<file path="src/rtl/nand_io_pkg.sv">
// Shared NAND IO definitions: direction encoding, burst FSM states and
// default strobe timings used by the master sequencer.
package nand_io_pkg;

    localparam logic IO_WRITE = 1'b0;
    localparam logic IO_READ  = 1'b1;

    typedef enum logic [2:0] {
        IDLE,
        FETCH,
        LOW,
        HIGH,
        DONE
    } io_burst_state_t;

    // Default phase lengths in clk cycles
    localparam int unsigned T_WP  = 2;
    localparam int unsigned T_WH  = 2;
    localparam int unsigned T_REA = 3;
    localparam int unsigned T_REH = 2;

endpackage

</file>
<file path="src/rtl/nand_phase_timer.sv">
// Loadable down-counter timing one strobe phase; expire is high on the
// last cycle of a phase loaded with (length - 1).
module nand_phase_timer #(
    parameter int unsigned CNT_W = 8
) (
    input  logic             clk,
    input  logic             nreset,
    input  logic             load,
    input  logic [CNT_W-1:0] load_val,
    output logic             expire
);

    logic [CNT_W-1:0] cnt;

    always_ff @(posedge clk) begin
        if (!nreset) begin
            cnt <= '0;
        end else if (load) begin
            cnt <= load_val;
        end else if (cnt != '0) begin
            cnt <= cnt - CNT_W'(1);
        end
    end

    assign expire = (cnt == '0);

endmodule

</file>
<file path="src/rtl/nand_io_burst.sv">
// Burst NAND data IO: moves burst_len words over the pad bus, generating
// WE#/RE# with programmable low/high phase lengths.
module nand_io_burst
    import nand_io_pkg::*;
#(
    parameter int unsigned DATA_W = 16,
    parameter int unsigned LEN_W  = 12,
    parameter int unsigned CNT_W  = 8
) (
    input  logic              clk,
    input  logic              nreset,
    input  logic              start,
    input  logic              io_type,
    input  logic [LEN_W-1:0]  burst_len,
    input  logic [CNT_W-1:0]  t_low,
    input  logic [CNT_W-1:0]  t_high,
    input  logic              abort,
    input  logic [DATA_W-1:0] wr_data,
    input  logic              wr_valid,
    output logic              wr_ready,
    output logic [DATA_W-1:0] rd_data,
    output logic              rd_valid,
    input  logic [DATA_W-1:0] bus_in,
    output logic [DATA_W-1:0] bus_out,
    output logic              bus_oe,
    output logic              strobe_n,
    output logic              busy,
    output logic              done
);

    io_burst_state_t  state, state_next;
    logic             dir_q;
    logic [LEN_W-1:0] remaining;
    logic [CNT_W-1:0] tl_q, th_q;
    logic [CNT_W-1:0] tl_m1, th_m1, load_val;
    logic             tmr_load, tmr_expire;
    logic             go, accept, capture;

    // Phase lengths are held as (length - 1); zero lengths behave as one
    always_comb begin
        tl_m1 = (t_low  == '0) ? '0 : t_low  - CNT_W'(1);
        th_m1 = (t_high == '0) ? '0 : t_high - CNT_W'(1);
        if (state != IDLE) begin
            tl_m1 = tl_q;
            th_m1 = th_q;
        end
    end

    always_comb begin
        state_next = state;
        accept     = 1'b0;
        go         = 1'b0;
        case (state)
            IDLE: begin
                if (start && !abort) begin
                    go = 1'b1;
                    if (burst_len == '0) begin
                        state_next = DONE;
                    end else if (io_type == IO_WRITE) begin
                        state_next = FETCH;
                    end else begin
                        state_next = LOW;
                    end
                end
            end
            FETCH: begin
                if (wr_valid) begin
                    accept     = 1'b1;
                    state_next = LOW;
                end
            end
            LOW: begin
                if (tmr_expire) begin
                    state_next = HIGH;
                end
            end
            HIGH: begin
                if (tmr_expire) begin
                    if (remaining == '0) begin
                        state_next = DONE;
                    end else if (dir_q == IO_WRITE) begin
                        state_next = FETCH;
                    end else begin
                        state_next = LOW;
                    end
                end
            end
            DONE:    state_next = IDLE;
            default: state_next = IDLE;
        endcase
        if (abort && state != IDLE) begin
            state_next = IDLE;
            accept     = 1'b0;
        end
        capture  = (state == LOW) && (state_next == HIGH) && (dir_q == IO_READ);
        tmr_load = ((state_next == LOW)  && (state != LOW)) ||
                   ((state_next == HIGH) && (state != HIGH));
        load_val = (state_next == HIGH) ? th_m1 : tl_m1;
    end

    always_ff @(posedge clk) begin
        if (!nreset) begin
            state <= IDLE;
        end else begin
            state <= state_next;
        end
    end

    // Outputs are registered from the next state so they align with it
    always_ff @(posedge clk) begin
        if (!nreset) begin
            dir_q     <= IO_WRITE;
            remaining <= '0;
            tl_q      <= '0;
            th_q      <= '0;
            wr_ready  <= 1'b0;
            rd_data   <= '0;
            rd_valid  <= 1'b0;
            bus_out   <= '0;
            bus_oe    <= 1'b0;
            strobe_n  <= 1'b1;
            busy      <= 1'b0;
            done      <= 1'b0;
        end else begin
            if (go) begin
                dir_q     <= io_type;
                remaining <= burst_len;
                tl_q      <= tl_m1;
                th_q      <= th_m1;
            end else if (state == LOW && state_next == HIGH) begin
                remaining <= remaining - LEN_W'(1);
            end
            if (accept) begin
                bus_out <= wr_data;
            end
            if (state_next == IDLE || state_next == DONE) begin
                bus_oe <= 1'b0;
            end else if (accept) begin
                bus_oe <= 1'b1;
            end
            if (capture) begin
                rd_data <= bus_in;
            end
            rd_valid <= capture;
            wr_ready <= (state_next == FETCH);
            strobe_n <= (state_next != LOW);
            busy     <= (state_next != IDLE);
            done     <= (state_next == DONE);
        end
    end

    nand_phase_timer #(
        .CNT_W (CNT_W)
    ) u_phase_timer (
        .clk      (clk),
        .nreset   (nreset),
        .load     (tmr_load),
        .load_val (load_val),
        .expire   (tmr_expire)
    );

endmodule
</file>
<file path="config.mk">
export PLATFORM = sky130hd
export DESIGN_NAME = nand_io_burst
export DESIGN_NICKNAME = d
export VERILOG_FILES = /design/src/rtl/nand_io_pkg.sv /design/src/rtl/nand_phase_timer.sv /design/src/rtl/nand_io_burst.sv
export SDC_FILE = /design/constraint.sdc
export NUM_CORES = 1
export LEC_CHECK = 0
export CORE_MARGIN = 2
export CORE_UTILIZATION = 45
export CTS_CLUSTER_DIAMETER = 30
export DETAILED_ROUTE_END_ITERATION = 7
export GPL_TIMING_DRIVEN = 0
export PLACE_DENSITY = 0.74
export SLEW_MARGIN = 25
export SYNTH_ARGS = -nofsm -noshare
export SYNTH_HDL_FRONTEND = slang
export SYNTH_HIERARCHICAL = 1
export SYNTH_SLANG_ARGS = --single-unit
</file>
<file path="constraint.sdc">
create_clock -name clk -period 5.9 [get_ports clk]
set_input_delay 1.18 -clock clk [delete_from_list [all_inputs] [get_ports clk]]
set_output_delay 1.18 -clock clk [all_outputs]
set_load 0.02 [all_outputs]
</file>
==> results.txt, run 1 <==
max-slew violations -> 0
Placement Setup Slack -> 1440 ps
Top Layer Used -> met4
CP Max Fanout -> 9
Reg-to-Reg Start -> u_phase_timer/cnt[0]$_SDFFE_PN0P_
CP max stage delay -> 510 ps
Max Clock Skew -> 14.0 ps
first-pass GRT wire length -> 16700 um
CP Cell Sequence -> clkdlybuf4s50_1 -> nor4_1 -> nand3_1 -> a31o_2 -> a21oi_1 -> o21ai_0 -> a21oi_1 -> inv_1 -> o21ai_0 -> a311oi_2
Netlist cell types -> 60
clk sinks -> 78
maximum clock insertion buffer count -> 2
Global Route Usage Sum -> 21.1%
Worst setup EP type -> register
Clock transition at path regs -> 90 ps
Hold Vio Cnt, Final -> 0
Max Cap Viol -> 0
final WL -> 10100 um
number of gates resized after cts -> 0
DRT iter0 DRCs -> 145
Warnings, synthesis -> 6
setup TNS -> 0 ps
vias in the first global route -> 3750
CTS tree -> built
worst vdd ir -> 0.000165 V
metal3 WL -> 616 um
placed instance count -> 692
PnR worst setup slack -> 1790 ps
IO Port Bufs -> 103
status -> finished clean
syn nets -> 551
WL/cell -> 14.3 um
DPL Wire Length -> 7540 um
Slew headroom -> 59.8%
total gr overflow -> 0
Vias -> 3822
Yosys top cell by area -> dfxtp_1
io pins -> 104
clk_lat worst skew -> 350 ps
Post-Syn Area -> 3930 um2
Clock Tree Root -> clkbuf_8
metal1 wirelength -> 4460 um
crit path from -> burst_len[7]
Area Growth Syn to Fin -> 34.9%
Crit path arrival time -> 4330 ps
syn avg cell area -> 8.17 um2
synth top area cells -> dfxtp_1 40%, nor2_1 6.5%, a21oi_1 6.4%
FMAX -> 0.243 GHz
Tmin final -> 4110 ps
post-CTS setup buffer count -> 0
final antenna-violating net count -> 0
CORE AREA -> 8590 um2
largest net degree at the start of global routing -> 15
H-Tree Depth -> 3
Power Dens Cells -> 268 nW/um2
Async SR Flop Fraction -> 0%
# DRC -> 0
CP startpoint kind -> input port
die width -> 97.4 um
Syn Inst Count -> 481
Tcrit/Tclk final -> 69.6%
post-DR vias/cell -> 5.40
Lkg Pwr -> 1.99 nW
Synth Register Bits -> 78
final-report setup violation count -> 0
die area -> 9490 um2
dominant synthesized flop cell -> dfxtp_1
Worst path slowest cell -> a21oi_1
critical path buffer and inverter count -> 2
drt pass-1 iters -> 4
RSZ-0062 raised after global routing -> no
EDFF count, synth -> 0
Synth top area share -> 39.8%
HP Class -> reg -> reg
Top delay family on crit path -> compound AO/OA/AOI/OAI gates
Fin Hold WS -> 458 ps
Worst Max-Slew Pin Slew -> 599 ps
top post-synthesis cells by count -> 78 x dfxtp_1, 68 x nor2_1, 62 x nand2_1
Hold Path Origin -> bus_out[3]$_SDFFE_PN0P_
CP Data Required Time -> 6120 ps
Diodes inserted -> 0
met2 WL -> 4970 um
Hold Buf Count CTS -> 0
Post-Layout Cell Count -> 708
Starting Density -> 45.7%
sequential fraction of the synthesis area -> 39.8%
initial antenna violation count -> 0
FF-to-FF setup slack -> 2560 ps
FP Rows -> 34
DIE HEIGHT -> 97.4 um
Nets -> 665
share of cells above drive strength 1 -> 8.00%
routability cong. -> 0.897
Crit Path Class -> in -> reg
CTS buffer count -> 9
most frequent cell after synthesis -> dfxtp_1
## cell usage in the layout, fill, tap and decap left out, types with 3 or more instances in the layout
cell | netlist | final
nor4_1 | 7 | 7
a22oi_1 | 4 | 4
nand2_1 | 62 | 62
ha_1 | 4 | 4
o211ai_1 | 3 | 3
clkdlybuf4s50_1 | 0 | 103
nor2_1 | 68 | 68
a211oi_1 | 5 | 5
or4_1 | 5 | 5
clkbuf_1 | 20 | 20
xor2_1 | 4 | 4
nor3_1 | 22 | 22
nor2b_1 | 3 | 3
xnor2_1 | 13 | 13
inv_1 | 11 | 11
clkbuf_8 | 0 | 10
nand3_1 | 12 | 12
or3_1 | 5 | 5
a21oi_1 | 50 | 50
o21ai_0 | 21 | 21
o31ai_1 | 5 | 5
dfxtp_1 | 78 | 78
mux2i_1 | 20 | 20
buf_6 | 4 | 4
a31oi_1 | 6 | 6
## area by class of cell
cell class,instances,area (um2)
well taps,108,135
multi-input cells,365,2190
repair buffers,103,1030
clock inverters,6,68.8
inverters,12,45.0
flip-flops and latches,78,1560
clock buffers,10,138
plain buffers,26,130
fillers,777,3290
## where the power goes
| group | internal, mW | switching [mW] | leakage (nW) |
|---|---|---|---|
| Clock | 0.209 | 0.202 | 0.103 |
| Combinational | 0.191 | 0.206 | 1.25 |
| Sequential | 0.570 | 0.0426 | 0.635 |
| Total | 0.970 | 0.450 | 1.99 |
## sequential cells by signal, indices dropped and copies added (netlist names), 3 cells and up
name / count
bus_out: 16
rd_data: 16
remaining: 12
th_q: 8
tl_q: 8
u_phase_timer/cnt: 8
state: 3
## final timing paths
kind | endpoint | cells after the start
hold reg to reg | bus_out[3]$_SDFFE_PN0P_ | 2
hold / removal | bus_out[3]$_SDFFE_PN0P_ | 2
setup reg to reg | u_phase_timer/cnt[1]$_SDFFE_PN0P_ | 13
setup / recovery | u_phase_timer/cnt[1]$_SDFFE_PN0P_ | 10
## through the flow
stage	util, %	instance area (um2)	power (mW)
detailed placement	59.3	5090	1.02
global route	61.7	5300	1.50
CTS	61.7	5300	1.43
floorplan	-	3930	0.894
finish	61.7	5300	1.42
global placement	59.3	5090	1.00
## worst min-delay path: stages (launching register included)
cell,delay (ps)
dfxtp_1,320
nand2_1,50
a21oi_1,50
## cells by family after synthesis
group / count (synthesis) / share of synthesized area, %
and+or+nand+nor: 209 / 26.3
AOI/OAI and AO/OA: 113 / 18.7
DFF: 78 / 39.8
buffers and inverters: 38 / 4.46
muxes: 22 / 5.77
xor gates and xnor gates: 17 / 3.79
adders and majority gates: 4 / 1.27
## routing by layer
layer  GRT usage [%]  vias up
met5               0        -
met1            25.3     1785
met3            5.68        2
met2            37.1      107
li1                -     1928
met4            5.88        0
No activity file was read; power rests on OpenSTA's default activity.
==> inputs of run 2 (changes only) <==
- clock period: 5.9 -> 3.9 ns (I/O delays scaled with it)
==> run 2 against run 1 <==
Net effect:
- sequential share of layout area hardly changed
- clock-buffer cell count stayed put
- worst setup slack worse by 1400 ps
- power is 51% higher
- clock power is 51% higher
- clock skew hardly changed
- die area stayed put
- via count is 0.31% lower
- non-clock buffer count stayed put
- critical endpoint unchanged
==> results.txt, run 2 (synthesized netlist as in run 1, its figures left out) <==
status -> finished clean
WL/cell -> 14.2 um
HP Class -> reg -> reg
die width -> 97.4 um
initial antenna violation count -> 0
Lkg Pwr -> 1.99 nW
Crit Path Class -> in -> reg
DP Area -> 5090 um2
DIE HEIGHT -> 97.4 um
DPL Wire Length -> 7540 um
DRT iter0 DRCs -> 139
Clock transition at path regs -> 80 ps
IO Port Bufs -> 103
final antenna-violating net count -> 0
total gr overflow -> 0
Worst setup EP type -> register
share of cells above drive strength 1 -> 8.17%
Clock Tree Root -> clkbuf_8
# DRC -> 0
Starting Density -> 45.7%
CTS tree -> built
Worst Max-Slew Pin Slew -> 600 ps
Filler cells -> 775
Tmin final -> 3470 ps
CP Data Required Time -> 4120 ps
biggest regs -> bus_out (16), rd_data (16), remaining (12)
FF-to-FF setup slack -> 820 ps
routability cong. -> 0.897
Diodes inserted -> 0
PnR worst setup slack -> 433 ps
CP startpoint kind -> input port
post-CTS setup buffer count -> 0
Crit path arrival time -> 3690 ps
FMAX -> 0.288 GHz
Slew headroom -> 59.8%
H-Tree Depth -> 3
FP Rows -> 34
largest net degree at the start of global routing -> 15
RSZ-0062 raised after global routing -> no
Area Growth Syn to Fin -> 35.0%
CP Max Fanout -> 9
worst vdd ir -> 0.000250 V
vias in the first global route -> 3744
die area -> 9490 um2
Power Dens Cells -> 405 nW/um2
Vias -> 3810
final WL -> 10100 um
Design Area, Final -> 5300 um2
setup TNS -> 0 ps
post-DR vias/cell -> 5.38
most frequent cells in the layout -> 103 x clkdlybuf4s50_1, 78 x dfxtp_1, 68 x nor2_1
Global Route Usage Sum -> 21.1%
Tot Pwr -> 2.15 mW
maximum clock insertion buffer count -> 2
Max Clock Skew -> 14.0 ps
io pins -> 104
Max Cap Viol -> 0
Tcrit/Tclk final -> 88.9%
drt pass-1 iters -> 4
clk_lat worst skew -> 350 ps
first-pass GRT wire length -> 16700 um
FF+latch area -> 1560 um2
Hold Vio Cnt, Final -> 0
max-slew violations -> 0
multi-input logic area -> 2190 um2
Placement Setup Slack -> -158 ps
CORE AREA -> 8590 um2
CTS buffer count -> 9
clk sinks -> 78
final-report setup violation count -> 0
Nets -> 665
commonest non-fill, non-tap cell in the layout -> clkdlybuf4s50_1
-- run 2: cell counts in the layout (fill, tap and decap cells not counted) --
Identical to the previous run, type by type.
-- run 2: worst paths after layout --
| path | startpoint | end | depth (start not counted) |
|---|---|---|---|
| hold reg to reg | bus_out[3]$_SDFFE_PN0P_ | bus_out[3]$_SDFFE_PN0P_ | 2 |
| hold / removal | bus_out[3]$_SDFFE_PN0P_ | bus_out[3]$_SDFFE_PN0P_ | 2 |
| setup / recovery | burst_len[7] | u_phase_timer/cnt[1]$_SDFFE_PN0P_ | 10 |
| setup reg to reg | u_phase_timer/cnt[0]$_SDFFE_PN0P_ | u_phase_timer/cnt[1]$_SDFFE_PN0P_ | 13 |
-- run 2: repair_timing --
action / 4_1_cts / 5_1_grt
resized for setup: 0 / 1
hold buffers: 0 / 0
setup endpoints to repair: 0 / 7
-- run 2: cell type report --
class                           instances  area share (%)
Multi-Input combinational cell        365            41.4
Timing Repair Buffer                  103            19.4
Inverter                               12           0.849
Sequential cell                        78            29.4
Tap cell                              108            2.55
Clock buffer                           10            2.59
Clock inverter                          6            1.30
Buffer                                 26            2.45
-- run 2: power by group --
part           internal [mW]  switching (mW)  total (mW)  leakage [nW]
clock                  0.316           0.305       0.621         0.103
combinational          0.289           0.311       0.600          1.25
sequential             0.862          0.0648       0.927         0.635
-- run 2: critical path, stage by stage --
cell and delay, ps:
clkdlybuf4s50_1 420, nor4_1 400, nand3_1 350, a31o_2 370, a21oi_1 290, o21ai_0 170
a21oi_2 350, inv_1 240, o21ai_0 260, a311oi_2 50
-- run 2: per-layer routing --
layer / share of wire [%] / vias up / track usage [%]
met3: 5.9 / 2 / 5.68
li1: - / 1927 / -
met4: 0.44 / 0 / 5.45
met2: 50 / 103 / 37.1
met1: 44 / 1778 / 25.5
met5: 0 / - / 0
-- run 2: through the flow --
| stage | std cells | hold slack (ps) | util, % |
|---|---|---|---|
| detailed placement | 692 | 450 | 59.3 |
| CTS | 708 | 462 | 61.7 |
| finish | 708 | 458 | 61.7 |
| global placement | 692 | 441 | 59.3 |
| floorplan | 481 | 437 | - |
| global route | 708 | 483 | 61.7 |
